==> src/rtl/key_repeat_if.sv <==
// Button-side bundle for key_repeat_ctrl: raw buttons and frame strobe in,
// pending key events, debounced levels and per-key FSM debug state out.
interface key_repeat_if;
  // draw_finish is a one-cycle consume strobe with no back-pressure: each
  // op_keys bit stays high from its event until a cycle where draw_finish is
  // high and no new event for that key arrives in the same cycle.
  logic [3:0] key_sw;
  logic       draw_finish;
  logic [3:0] op_keys;
  logic [3:0] key_level;
  logic [7:0] dbg_state;

  modport master (
    output key_sw,
    output draw_finish,
    input  op_keys,
    input  key_level,
    input  dbg_state
  );

  modport slave (
    input  key_sw,
    input  draw_finish,
    output op_keys,
    output key_level,
    output dbg_state
  );
endinterface

==> src/rtl/key_repeat_ctrl.sv <==
// Four-key button conditioner: 2-FF sync, counter debounce, press/auto-repeat FSM
// and pending-event latch. Optional macro KEY_OPPOSITE_LOCK_EN suppresses left/right while both are held.
module key_repeat_ctrl #(
  parameter int         DEBOUNCE_CYCLES = 250000,
  parameter int         REPEAT_DELAY    = 6250000,
  parameter int         REPEAT_RATE     = 2500000,
  parameter logic [3:0] REPEAT_MASK     = 4'b1110,
  parameter int         CNT_W           = 24
) (
  input logic          vga_clk,
  input logic          reset,
  key_repeat_if.slave  bus
);

  typedef enum logic [1:0] {
    IDLE   = 2'd0,
    DELAY  = 2'd1,
    REPEAT = 2'd2,
    HELD   = 2'd3
  } state_e;

  localparam logic [CNT_W-1:0] DB_LAST = CNT_W'(DEBOUNCE_CYCLES - 1);
  localparam logic [CNT_W-1:0] RD_LAST = CNT_W'(REPEAT_DELAY - 1);
  localparam logic [CNT_W-1:0] RR_LAST = CNT_W'(REPEAT_RATE - 1);
  localparam logic [CNT_W-1:0] CNT_ONE = CNT_W'(1);

  logic [3:0]       sync1_q, sync1_d;
  logic [3:0]       sync2_q, sync2_d;
  logic [3:0]       level_q, level_d;
  logic [3:0]       op_keys_q, op_keys_d;
  logic [CNT_W-1:0] db_cnt_q [4];
  logic [CNT_W-1:0] db_cnt_d [4];
  logic [CNT_W-1:0] tmr_q [4];
  logic [CNT_W-1:0] tmr_d [4];
  state_e           state_q [4];
  state_e           state_d [4];
  logic [3:0]       key_event;
  logic [3:0]       lock_mask;

`ifdef KEY_OPPOSITE_LOCK_EN
  assign lock_mask = {2{level_q[2] & level_q[3]}} & 4'b1100;
`else
  assign lock_mask = 4'b0000;
`endif

  always_comb begin
    sync1_d   = bus.key_sw;
    sync2_d   = sync1_q;
    level_d   = level_q;
    db_cnt_d  = db_cnt_q;
    tmr_d     = tmr_q;
    state_d   = state_q;
    key_event = 4'b0000;

    for (int i = 0; i < 4; i++) begin
      if (sync2_q[i] != level_q[i]) begin
        if (db_cnt_q[i] == DB_LAST) begin
          level_d[i]  = sync2_q[i];
          db_cnt_d[i] = '0;
        end else begin
          db_cnt_d[i] = db_cnt_q[i] + CNT_ONE;
        end
      end else begin
        db_cnt_d[i] = '0;
      end

      // A released or locked key always restarts from IDLE, so re-eligibility is a fresh press.
      if (!level_q[i] || lock_mask[i]) begin
        state_d[i] = IDLE;
        tmr_d[i]   = '0;
      end else begin
        case (state_q[i])
          IDLE: begin
            key_event[i] = 1'b1;
            tmr_d[i]     = '0;
            state_d[i]   = REPEAT_MASK[i] ? DELAY : HELD;
          end
          DELAY: begin
            if (tmr_q[i] == RD_LAST) begin
              key_event[i] = 1'b1;
              tmr_d[i]     = '0;
              state_d[i]   = REPEAT;
            end else begin
              tmr_d[i] = tmr_q[i] + CNT_ONE;
            end
          end
          REPEAT: begin
            if (tmr_q[i] == RR_LAST) begin
              key_event[i] = 1'b1;
              tmr_d[i]     = '0;
            end else begin
              tmr_d[i] = tmr_q[i] + CNT_ONE;
            end
          end
          default: begin
            state_d[i] = HELD;
          end
        endcase
      end
    end

    // Set wins over consume so an event landing on the frame strobe is not lost.
    op_keys_d = (op_keys_q & ~{4{bus.draw_finish}}) | key_event;
  end

  always_ff @(posedge vga_clk) begin
    if (reset) begin
      sync1_q   <= '0;
      sync2_q   <= '0;
      level_q   <= '0;
      op_keys_q <= '0;
      for (int i = 0; i < 4; i++) begin
        db_cnt_q[i] <= '0;
        tmr_q[i]    <= '0;
        state_q[i]  <= IDLE;
      end
    end else begin
      sync1_q   <= sync1_d;
      sync2_q   <= sync2_d;
      level_q   <= level_d;
      op_keys_q <= op_keys_d;
      db_cnt_q  <= db_cnt_d;
      tmr_q     <= tmr_d;
      state_q   <= state_d;
    end
  end

  assign bus.op_keys   = op_keys_q;
  assign bus.key_level = level_q;
  assign bus.dbg_state = {state_q[3], state_q[2], state_q[1], state_q[0]};

endmodule

==> src/flat_wrapper.sv <==
// flat-port wrapper written by rule: the top's interface ports become plain ports
module key_repeat_ctrl_flat 
#(
  parameter int         DEBOUNCE_CYCLES = 250000,
  parameter int         REPEAT_DELAY    = 6250000,
  parameter int         REPEAT_RATE     = 2500000,
  parameter logic [3:0] REPEAT_MASK     = 4'b1110,
  parameter int         CNT_W           = 24
)
  (vga_clk, reset, bus_key_sw, bus_draw_finish, bus_op_keys, bus_key_level, bus_dbg_state);
  key_repeat_if bus_i ();
  input logic vga_clk;
  input logic reset;
  input wire logic [$bits(bus_i.key_sw)-1:0] bus_key_sw;
  input wire logic [$bits(bus_i.draw_finish)-1:0] bus_draw_finish;
  output wire logic [$bits(bus_i.op_keys)-1:0] bus_op_keys;
  output wire logic [$bits(bus_i.key_level)-1:0] bus_key_level;
  output wire logic [$bits(bus_i.dbg_state)-1:0] bus_dbg_state;
  assign bus_i.key_sw = bus_key_sw;
  assign bus_i.draw_finish = bus_draw_finish;
  assign bus_op_keys = bus_i.op_keys;
  assign bus_key_level = bus_i.key_level;
  assign bus_dbg_state = bus_i.dbg_state;
  key_repeat_ctrl #(.DEBOUNCE_CYCLES(DEBOUNCE_CYCLES), .REPEAT_DELAY(REPEAT_DELAY), .REPEAT_RATE(REPEAT_RATE), .REPEAT_MASK(REPEAT_MASK), .CNT_W(CNT_W)) u_core (.vga_clk(vga_clk), .reset(reset), .bus(bus_i));
endmodule
==> config.mk <==
export PLATFORM = sky130hd
export DESIGN_NAME = key_repeat_ctrl_flat
export DESIGN_NICKNAME = d
export VERILOG_FILES = /design/src/rtl/key_repeat_if.sv /design/src/rtl/key_repeat_ctrl.sv /design/src/flat_wrapper.sv
export SDC_FILE = /design/constraint.sdc
export NUM_CORES = 1
export LEC_CHECK = 0
export ABC_AREA = 1
export BUFFER_PORTS_ARGS = -buffer_cell sky130_fd_sc_hd__buf_2
export CORE_MARGIN = 2
export CORE_UTILIZATION = 58
export CTS_CLUSTER_DIAMETER = 200
export CTS_CLUSTER_SIZE = 8
export DETAILED_ROUTE_END_ITERATION = 10
export GPL_ROUTABILITY_DRIVEN = 0
export GPL_TIMING_DRIVEN = 0
export PLACE_DENSITY_LB_ADDON = 0.1
export SETUP_SLACK_MARGIN = 0.15
export SYNTH_ARGS = -nofsm -noshare
export SYNTH_HDL_FRONTEND = slang
export SYNTH_SLANG_ARGS = --single-unit
==> constraint.sdc <==
create_clock -name vga_clk -period 4.2 [get_ports vga_clk]
set_input_delay 0.84 -clock vga_clk [delete_from_list [all_inputs] [get_ports vga_clk]]
set_output_delay 0.84 -clock vga_clk [all_outputs]
set_load 0.01 [all_outputs]
==> results of run 1 <==
sequential cells by signal, summed over array words and instances, names as in the netlist:
| signal | flops |
|---|---|
| u_core.db_cnt_q | 96 |
| u_core.sync1_q | 4 |
| u_core.tmr_q | 96 |
| u_core.bus.key_level | 4 |
| u_core.bus.dbg_state | 8 |
| u_core.sync2_q | 4 |
| u_core.bus.op_keys | 4 |
cell type report:
class | instances | area share, %
clock inverters | 1 | 0.1165
well taps | 280 | 2.510
repair buffers | 21 | 0.7529
inverters | 204 | 5.485
multi-input cells | 1460 | 52.52
clock buffers | 30 | 5.378
plain buffers | 56 | 2.259
flip-flops and latches | 216 | 30.98
power groups by stage:
stage | Clock (W) | Combinational [W] | Sequential, W
2_1_floorplan | 0 | 0.0000178 | 0.00210
3_3_place_gp | 0 | 0.0000281 | 0.00210
3_5_place_dp | 0 | 0.0000283 | 0.00210
4_1_cts | 0.00212 | 0.0000284 | 0.00206
5_1_grt | 0.00220 | 0.0000316 | 0.00206
6_report | 0.00208 | 0.0000283 | 0.00206
metrics by stage:
step | instances | total power (W) | area (um2) | worst slack (ns)
6_report | 2268 | 0.004169 | 13960 | 2.080
5_1_grt | 2268 | 0.004287 | 13960 | 1.924
3_3_place_gp | 2237 | 0.002129 | 13190 | 2.016
4_1_cts | 2268 | 0.004207 | 13960 | 2.113
2_1_floorplan | 1936 | 0.002118 | 12740 | 2.352
3_5_place_dp | 2237 | 0.002130 | 13190 | 2.016
routing by layer:
metal  GRT usage, %  part of all wire [%]  up-vias
met5              0                     0        -
met4          7.343                   2.2        0
met3          3.385                   4.6       45
met2          41.91                    46      259
met1          34.39                    47     5390
li1               -                     -     6312
cells in the mapped netlist, drive strengths merged, types with 2 or more instances:
cell,n,area share (%)
nand2,493,15
nor2,322,11
dfxtp,216,34
inv,203,6.0
nand3,182,7.6
a21oi,151,5.9
nor3,57,2.5
xor2,57,3.9
nand4,50,2.5
nand3b,33,1.9
ha,30,2.9
clkbuf,29,0.89
buf,27,1.6
o21ai,25,0.98
xnor2,23,1.6
or2,13,0.64
nor3b,9,0.57
nor4,5,0.29
a31oi,3,0.15
o21bai,3,0.18
and3,2,0.098
worst register-to-register path, delay by kind of cell, from the launching register on:
kind            cells  cell delay (ns)
flops               1             0.43
compound gates      1             0.16
simple gates        2             0.51
buf+inv             3             0.65
fa+ha+maj           1             0.30
worst paths after layout:
path / from / end / slack [ns]
worst min register to register: u_core.sync1_q[0] / u_core.sync2_q[0] / 0.40
worst max-delay path: u_core.bus.dbg_state[6] / u_core.tmr_q[7] / 2.08
worst min-delay path: u_core.sync1_q[0] / u_core.sync2_q[0] / 0.40
worst max register to register: u_core.bus.dbg_state[6] / u_core.tmr_q[7] / 2.08
cell families after synthesis:
family / synth area share, %
xor gates and xnor gates: 5.501
AOI/OAI and AO/OA: 7.299
DFF: 33.95
adders and majority gates: 2.947
and+or+nand+nor: 41.82
buffers and inverters: 8.487
==> flow_metrics.tcl, run 1 <==
set metrics [dict create \
    fin_worst_skew_ns 0.01636 \
    final_core_util_pct 64.36 \
    wire_per_inst_um 12.90 \
    ctsHoldBuffers 0 \
    cp.required_ns 4.67 \
    min_period_ns 2.120 \
    fp.coreArea_um2 21690 \
    pwr-share-clk_pct 49.9 \
    start_util_pct 58.73 \
    clk_latency_ns 0.55 \
    crit_path_end_kind "register" \
    grt_max_degree 16 \
    ir_worst_vdd_v 0.0003055 \
    ys_ff_latch 216 \
    diodes 0 \
    switching_share_pct 20.65 \
    startpoint_type "register" \
    switchingPower_w 0.0008610 \
    fillers 2008 \
    path_max_fanout 10 \
    hold_viol 0 \
    path_depth 7 \
    status "completed" \
    holdCritPathClass "register to register" \
    mostFrequentLayoutCell "nand2_1" \
    fin_tns_setup_ns 0 \
    post_drt_via_cell_ratio 5.294 \
    maxCapViolations 0 \
    die_area_um2 23160 \
    antenna_found_initial 0 \
    path_common_cell "inv_1" \
    ff_latch_area_um2 4324 \
    r2r_cells 7 \
    path_buf_inv 3 \
    drt_iter0_markers 823 \
    hold_ws_ns 0.4007 \
    cts_buffer_depth 3 \
    p_leak_nw 4.776 \
    slew_viol_final 0 \
    drive_above_1_share_pct 8.199 \
    numPortBuffers 21 \
    critical_path.top_delay_family "buffers and inverters" \
    path_class "register to register" \
    p_int_w 0.003308 \
    clock-sinks 216 \
    critPathMaxStageDelay_ns 0.49 \
    cts_tree "yes" \
    power.density_nw_per_um2 298.6 \
    mostFrequentLayoutCells "nand2_1, nor2_1, dfxtp_1" \
    syn2layout_area_growth_pct 9.597 \
    crit_arrival_ns 2.59 \
    clkTransAtPathRegs_ns 0.05 \
    crit_slowest_cell "clkbuf_1" \
    ys.flop_type "dfxtp_1" \
    crit_chain "inv_1, ha_1, inv_1, nor2_1, clkbuf_1, nand3_1, a21oi_1" \
    power_frac_comb_pct 0.7 \
    grt_pass1_wl_um 50680 \
    fp-row-count 54 \
    antenna_left 0 \
    fin_nets 2026 \
    synthArstFlopShare_pct 0 \
    p_seq_share_pct 49.4 \
    fin_crit_sh_pct 50.48 \
    synthDistinctLibCells 41 \
    syn_inst 1936 \
    firstDrtPassIters 5 \
    grtUsageTotal_pct 25.20 \
    multi_input_area_um2 7332 \
    synth-edff-count 0 \
    cts_root_buffer "clkbuf_16" \
    rsz0062_at_grt "false" \
    htree_num_levels 1 \
    io-pin-count 23 \
    maxSlewHeadroom_pct 56.55 \
    chipWidth_um 152.2 \
    grt_pass1_vias 11080 \
    hpwlAfterDp_um 21340 \
    hold_depth 2 \
    vias 12010 \
    report.final.setup_viol 0 \
    wirelength_um 29260 \
    synth.cell_area_um2 12740 \
    fmax_ghz 0.4716 \
    cts_resized 0 \
    cts_setup_buffers 0 \
    ys_seq_area_share_pct 33.95 \
    tightestPinTransition_ns 0.6517 \
    grt-ovfl-total 0 \
    cts_buffers 30 \
    route.detailed.drc 0 \
    avgSynthCellArea_um2 6.579 \
    syn_nets 1973 \
    yosys_warnings 0 \
    die_y_um 152.2 \
]
Note: power is estimated with default switching activity, not from simulation.
==> run 2: changes to the inputs <==
--- a/config.mk
+++ b/config.mk
@@ -5,7 +5,7 @@
 export SDC_FILE = /design/constraint.sdc
 export NUM_CORES = 1
 export LEC_CHECK = 0
-export ABC_AREA = 1
+export ABC_AREA = 0
 export BUFFER_PORTS_ARGS = -buffer_cell sky130_fd_sc_hd__buf_2
 export CORE_MARGIN = 2
 export CORE_UTILIZATION = 58
==> constraint.sdc (replaced) <==
create_clock -name vga_clk -period 2 [get_ports vga_clk]
set_input_delay 0.4 -clock vga_clk [delete_from_list [all_inputs] [get_ports vga_clk]]
set_output_delay 0.4 -clock vga_clk [all_outputs]
set_load 0.01 [all_outputs]
==> flow_metrics.tcl, run 2 <==
set metrics [dict create \
    ys_seq_area_share_pct 41.42 \
    critical_path.top_delay_family "simple AND/OR/NAND/NOR gates" \
    hpwlAfterDp_um 15880 \
    startpoint_type "register" \
    post_drt_via_cell_ratio 6.098 \
    clkTransAtPathRegs_ns 0.05 \
    ir_worst_vdd_v 0.0007478 \
    mostFrequentLayoutCell "dfxtp_1" \
    violations "setup timing" \
    path_class "register to register" \
    die_y_um 138.2 \
    critPathMaxStageDelay_ns 0.56 \
    grt-ovfl-total 0 \
    fin_worst_skew_ns 0.01683 \
    clock-sinks 216 \
    fin_nets 1421 \
    crit_slowest_cell "or4_4" \
    syn2layout_area_growth_pct 33.78 \
    drt_iter0_markers 678 \
    synth.cell_area_um2 10440 \
    cts_tree "yes" \
    io-pin-count 23 \
    synthDistinctLibCells 64 \
    holdCritPathClass "input port to register" \
    grt_pass1_vias 8989 \
    grtUsageTotal_pct 26.41 \
    ctsHoldBuffers 0 \
    tightestPinTransition_ns 0.6532 \
    synth-edff-count 0 \
    htree_num_levels 1 \
    syn_nets 1281 \
    fp.coreArea_um2 17840 \
    fp-row-count 49 \
    synth_top_area_share_pct 41.42 \
    status "finished, violations left" \
    ys_ff_latch 216 \
    avgSynthCellArea_um2 8.392 \
    mostFrequentLayoutCells "dfxtp_1, nor2_1, nand2_1" \
    cts_buffers 30 \
    power.density_nw_per_um2 625.1 \
    wire_per_inst_um 17.06 \
    start_util_pct 58.52 \
    fin_crit_sh_pct 117.7 \
    cp.required_ns 2.43 \
    yosys.area.top_type "dfxtp_1" \
    hold_ws_ns 0.09265 \
    firstDrtPassIters 8 \
    diodes 0 \
    ys_top_cells_by_area "dfxtp_1, nor2_1, xor2_1" \
    grt_pass1_wl_um 43350 \
    drive_above_1_share_pct 29.79 \
    fin_cells 1612 \
    fillers 1115 \
    route.detailed.drc 0 \
    cts_root_buffer "clkbuf_16" \
    syn_inst 1244 \
    p_leak_nw 4.891 \
    crit_chain "or4b_1, or4_4, o31ai_4, a21oi_4, buf_6, a21o_1, a22o_1" \
    antenna_left 0 \
    synthArstFlopShare_pct 0 \
    report.final.setup_viol 94 \
    path_max_fanout 7 \
    crit_arrival_ns 2.79 \
    chipWidth_um 138.2 \
    layout_setup_ws_ns -0.3549 \
    synth_common_cells "dfxtp_1, nor2_1, nand2_1" \
    crit_path_end_kind "register" \
    place_area_um2 11250 \
    antenna_found_initial 0 \
    fmax_ghz 0.4246 \
    yosys_warnings 0 \
    maxSlewHeadroom_pct 56.29 \
    die_area_um2 19090 \
    maxCapViolations 0 \
    wirelength_um 27500 \
    path_buf_inv 1 \
    place_inst 1495 \
    hold_viol 0 \
    dp_slack_ns -0.4490 \
    numPortBuffers 22 \
    grt_max_degree 16 \
    cts_buffer_depth 3 \
    rsz0062_at_grt "true" \
    synth_most_common_cell "dfxtp_1" \
    ys.flop_type "dfxtp_1" \
    fin_tns_setup_ns -17.28 \
    design_area_um2 13970 \
    vias 9830 \
    clk_latency_ns 0.55 \
    min_period_ns 2.355 \
    slew_viol_final 0 \
]
[run 2: changes by cell type after synthesis, moves of 36 or more]
| cell | change |
|---|---|
| nand2_1 | -359 |
| a21oi_1 | -88 |
| nor3_1 | -36 |
| nand3_1 | -90 |
| a31oi_1 | +47 |
| inv_1 | -169 |
| nor2_1 | -121 |
[run 2: report_power, final]
group / total (W) / leakage, nW / internal, W / switching, W
combinational: 0.0000718 / 2.75 / 0.0000328 / 0.0000390
sequential: 0.00431 / 1.77 / 0.00431 / 0.00000588
clock: 0.00435 / 0.377 / 0.00260 / 0.00174
total: 0.00873 / 4.89 / 0.00694 / 0.00179
[run 2: layer usage]
metal / GRT usage, % / vias to the layer above / wire length (um)
met1: 34.92 / 4707 / 11600
met3: 4.122 / 78 / 1504
li1: - / 4718 / -
met2: 45.23 / 327 / 13680
met4: 7.089 / 0 / 720
met5: 0 / - / 0
[run 2: path summary, 6_finish.rpt]
kind	start	to	slack, ns	depth (start not counted)
max reg2reg	u_core.tmr_q[11]	u_core.tmr_q[10]	-0.35	7
min reg2reg	u_core.db_cnt_q[24]	u_core.db_cnt_q[24]	0.42	1
max	u_core.tmr_q[11]	u_core.tmr_q[10]	-0.35	7
min	bus_key_sw[2]	u_core.sync1_q[2]	0.09	2
[run 2: through the flow]
step / utilization [%] / total power, W
global placement: 63.03 / 0.004464
floorplan: - / 0.004443
CTS: 74.14 / 0.008793
detailed placement: 63.03 / 0.004465
finish: 78.29 / 0.008731
global route: 78.29 / 0.008966
[run 2: layout make-up]
| cell class | count | area, um2 | area share, % |
|---|---|---|---|
| clock inverters | 1 | 16.27 | 0.1165 |
| clock buffers | 30 | 750.7 | 5.375 |
| well taps | 229 | 286.5 | 2.051 |
| inverters | 29 | 108.9 | 0.7794 |
| repair buffers | 107 | 903.4 | 6.468 |
| plain buffers | 43 | 422.9 | 3.028 |
| multi-input cells | 957 | 7066 | 50.59 |
| flip-flops and latches | 216 | 4413 | 31.60 |
[run 2: kinds of logic (layout without fill, tap and decap cells)]
group                      Yosys count  after routing  share of synthesized area [%]
AOI/OAI and AO/OA                  205            206                          12.42
DFF                                216            216                          41.42
muxes                               13             13                          1.258
buffers and inverters               72            210                          2.756
and+or+nand+nor                    599            599                          29.41
xor gates and xnor gates           109            109                          9.144
adders and majority gates           30             30                          3.595
[run 2: repair_timing]
item                       CTS  global route
setup endpoints to repair  200           192
resized for setup          176           158
gates cloned                10             2
pin swaps                   56            54
setup buffers               53            21
==> run 3: changes to the inputs <==
==> constraint.sdc (replaced) <==
create_clock -name vga_clk -period 2 [get_ports vga_clk]
set_input_delay 0.4 -clock vga_clk [delete_from_list [all_inputs] [get_ports vga_clk]]
set_output_delay 0.4 -clock vga_clk [all_outputs]
set_load 0.05 [all_outputs]
==> flow_metrics.tcl, run 3 (same netlist as run 2, synthesis figures left out) <==
set metrics [dict create \
    power.total_w 0.008800 \
    slew_viol_final 0 \
    grt_pass1_wl_um 43700 \
    cts_tree "yes" \
    pwr-share-clk_pct 50.3 \
    place_area_um2 11270 \
    fin_cells 1604 \
    multi_input_area_um2 7030 \
    cp.required_ns 2.42 \
    tightestPinTransition_ns 0.7246 \
    rsz0062_at_grt "true" \
    fin_worst_skew_ns 0.01379 \
    final_core_util_pct 77.73 \
    ir_worst_vdd_v 0.0007238 \
    hp-start "bus_key_sw[2]" \
    clk_latency_ns 0.54 \
    antenna_found_initial 0 \
    holdCritPathClass "input port to register" \
    power.density_nw_per_um2 634.6 \
    crit_path_end_kind "register" \
    grt_max_degree 15 \
    fin_crit_sh_pct 117.2 \
    chipWidth_um 138.2 \
    layout_setup_ws_ns -0.3446 \
    ff_latch_area_um2 4427 \
    hold_depth 2 \
    switchingPower_w 0.001782 \
    drt_iter0_markers 536 \
    crit_chain "or4_1, or4_4, o31ai_4, a21oi_4, buf_6, a21o_1, a22o_1" \
    holdPathEnd "u_core.sync1_q[2]" \
    grt_pass1_vias 9241 \
    met1_length_um 11900 \
    cts_root_buffer "clkbuf_16" \
    design_area_um2 13870 \
    dr_wl_met3_um 1405 \
    status "finished, violations left" \
    route.detailed.drc 0 \
    vias 9824 \
    worst_r2r_endpoint "u_core.tmr_q[10]" \
    post_drt_via_cell_ratio 6.125 \
    place_inst 1495 \
    path_class "register to register" \
    topRoutingLayerUsed "met4" \
    wire_per_inst_um 17.70 \
    grtUsageTotal_pct 26.49 \
    hold_ws_ns 0.09956 \
    startpoint_type "register" \
    power_frac_comb_pct 0.8 \
    cts_buffers 30 \
    diodes 0 \
    min_period_ns 2.345 \
    io-pin-count 23 \
    rr_startpoint "u_core.tmr_q[20]" \
    fp.coreArea_um2 17840 \
    path_max_fanout 6 \
    rrSetupSlack_ns -0.34 \
    switching_share_pct 20.25 \
    met2_length_um 14140 \
    mostFrequentLayoutCell "nor2_1" \
    fmax_ghz 0.4265 \
    fin_nets 1411 \
    critPathMaxStageDelay_ns 0.57 \
    syn2layout_area_growth_pct 32.83 \
    ctsHoldBuffers 0 \
    clock-sinks 216 \
    report.final.setup_viol 92 \
    maxCapViolations 0 \
    hpwlAfterDp_um 15890 \
    cts_buffer_depth 3 \
    p_int_w 0.007018 \
    fillers 1181 \
    hold_viol 0 \
    r2r_cells 7 \
    antenna_left 0 \
    clkTransAtPathRegs_ns 0.05 \
    p_leak_nw 4.843 \
    violations "setup timing" \
    drive_above_1_share_pct 29.16 \
    p_seq_share_pct 49.0 \
    start_util_pct 58.52 \
    fp-row-count 49 \
    crit_arrival_ns 2.77 \
    mostFrequentLayoutCells "nor2_1, dfxtp_1, nand2_1" \
    htree_num_levels 1 \
    firstDrtPassIters 5 \
    grt-ovfl-total 0 \
    wirelength_um 28390 \
    crit_slowest_cell "or4_4" \
    die_area_um2 19090 \
    maxSlewHeadroom_pct 51.69 \
    numPortBuffers 22 \
    die_y_um 138.2 \
]
[run 3: cell types whose count changed in the layout (fill, tap and decap cells not counted), sizes merged]
cell    before  now
clkbuf      55   52
buf        125  121
clkinv       1    0
[run 3: worst max-delay path, delay by kind of cell, from the launching register on]
kind                   cells  cell delay, ns
AO/OA/AOI/OAI              4            0.65
buffers and inverters      1            0.15
flip-flops                 1            0.34
AND/OR/NAND/NOR            2            1.08
[run 3: metrics by stage]
| stage | worst slack [ns] | TNS [ns] |
|---|---|---|
| global placement | -0.4091 | -35.47 |
| floorplan | -0.2183 | -7.081 |
| detailed placement | -0.4154 | -38.07 |
| global route | -0.4130 | -23.62 |
| finish | -0.3446 | -17.49 |
| CTS | -0.3300 | -14.94 |
[run 3: worst max path at each step]
stage,to,cells past startpoint,slack [ns],start
floorplan,u_core.tmr_q[10],7,-0.22,u_core.tmr_q[20]
global placement,u_core.tmr_q[65],10,-0.41,u_core.tmr_q[48]
detailed placement,u_core.tmr_q[65],10,-0.42,u_core.tmr_q[48]
CTS,u_core.tmr_q[10],7,-0.33,u_core.tmr_q[20]
global route,u_core.tmr_q[84],8,-0.41,u_core.tmr_q[72]
finish,u_core.tmr_q[10],7,-0.34,u_core.tmr_q[20]
[run 3: repair_timing]
| item | 4_1_cts | 5_1_grt |
|---|---|---|
| endpoints found under the setup margin | 197 | 191 |
| gates resized for setup | 160 | 155 |
| setup buffers | 49 | 18 |
| cloned | 7 | 2 |
| pin swaps | 50 | 47 |
[run 3: cell type report]
| class | instances | share of cell area (%) |
|---|---|---|
| plain buffers | 43 | 2.923 |
| repair buffers | 97 | 5.955 |
| flip-flops and latches | 216 | 31.92 |
| clock buffers | 33 | 5.648 |
| inverters | 29 | 0.7850 |
| well taps | 229 | 2.066 |
| multi-input cells | 957 | 50.70 |
[run 3: layer usage]
layer / GRT usage (%) / vias up
met4: 8.485 / 0
met3: 3.706 / 96
met5: 0 / -
li1: - / 4712
met1: 34.05 / 4710
met2: 46.17 / 306
[run 3: power by group through the flow]
stage	Combinational, W	Clock, W	Sequential, W
floorplan	0.0000315	0	0.00441
global placement	0.0000546	0	0.00441
detailed placement	0.0000549	0	0.00441
CTS	0.0000623	0.00448	0.00431
global route	0.0000728	0.00465	0.00430
finish	0.0000665	0.00443	0.00431
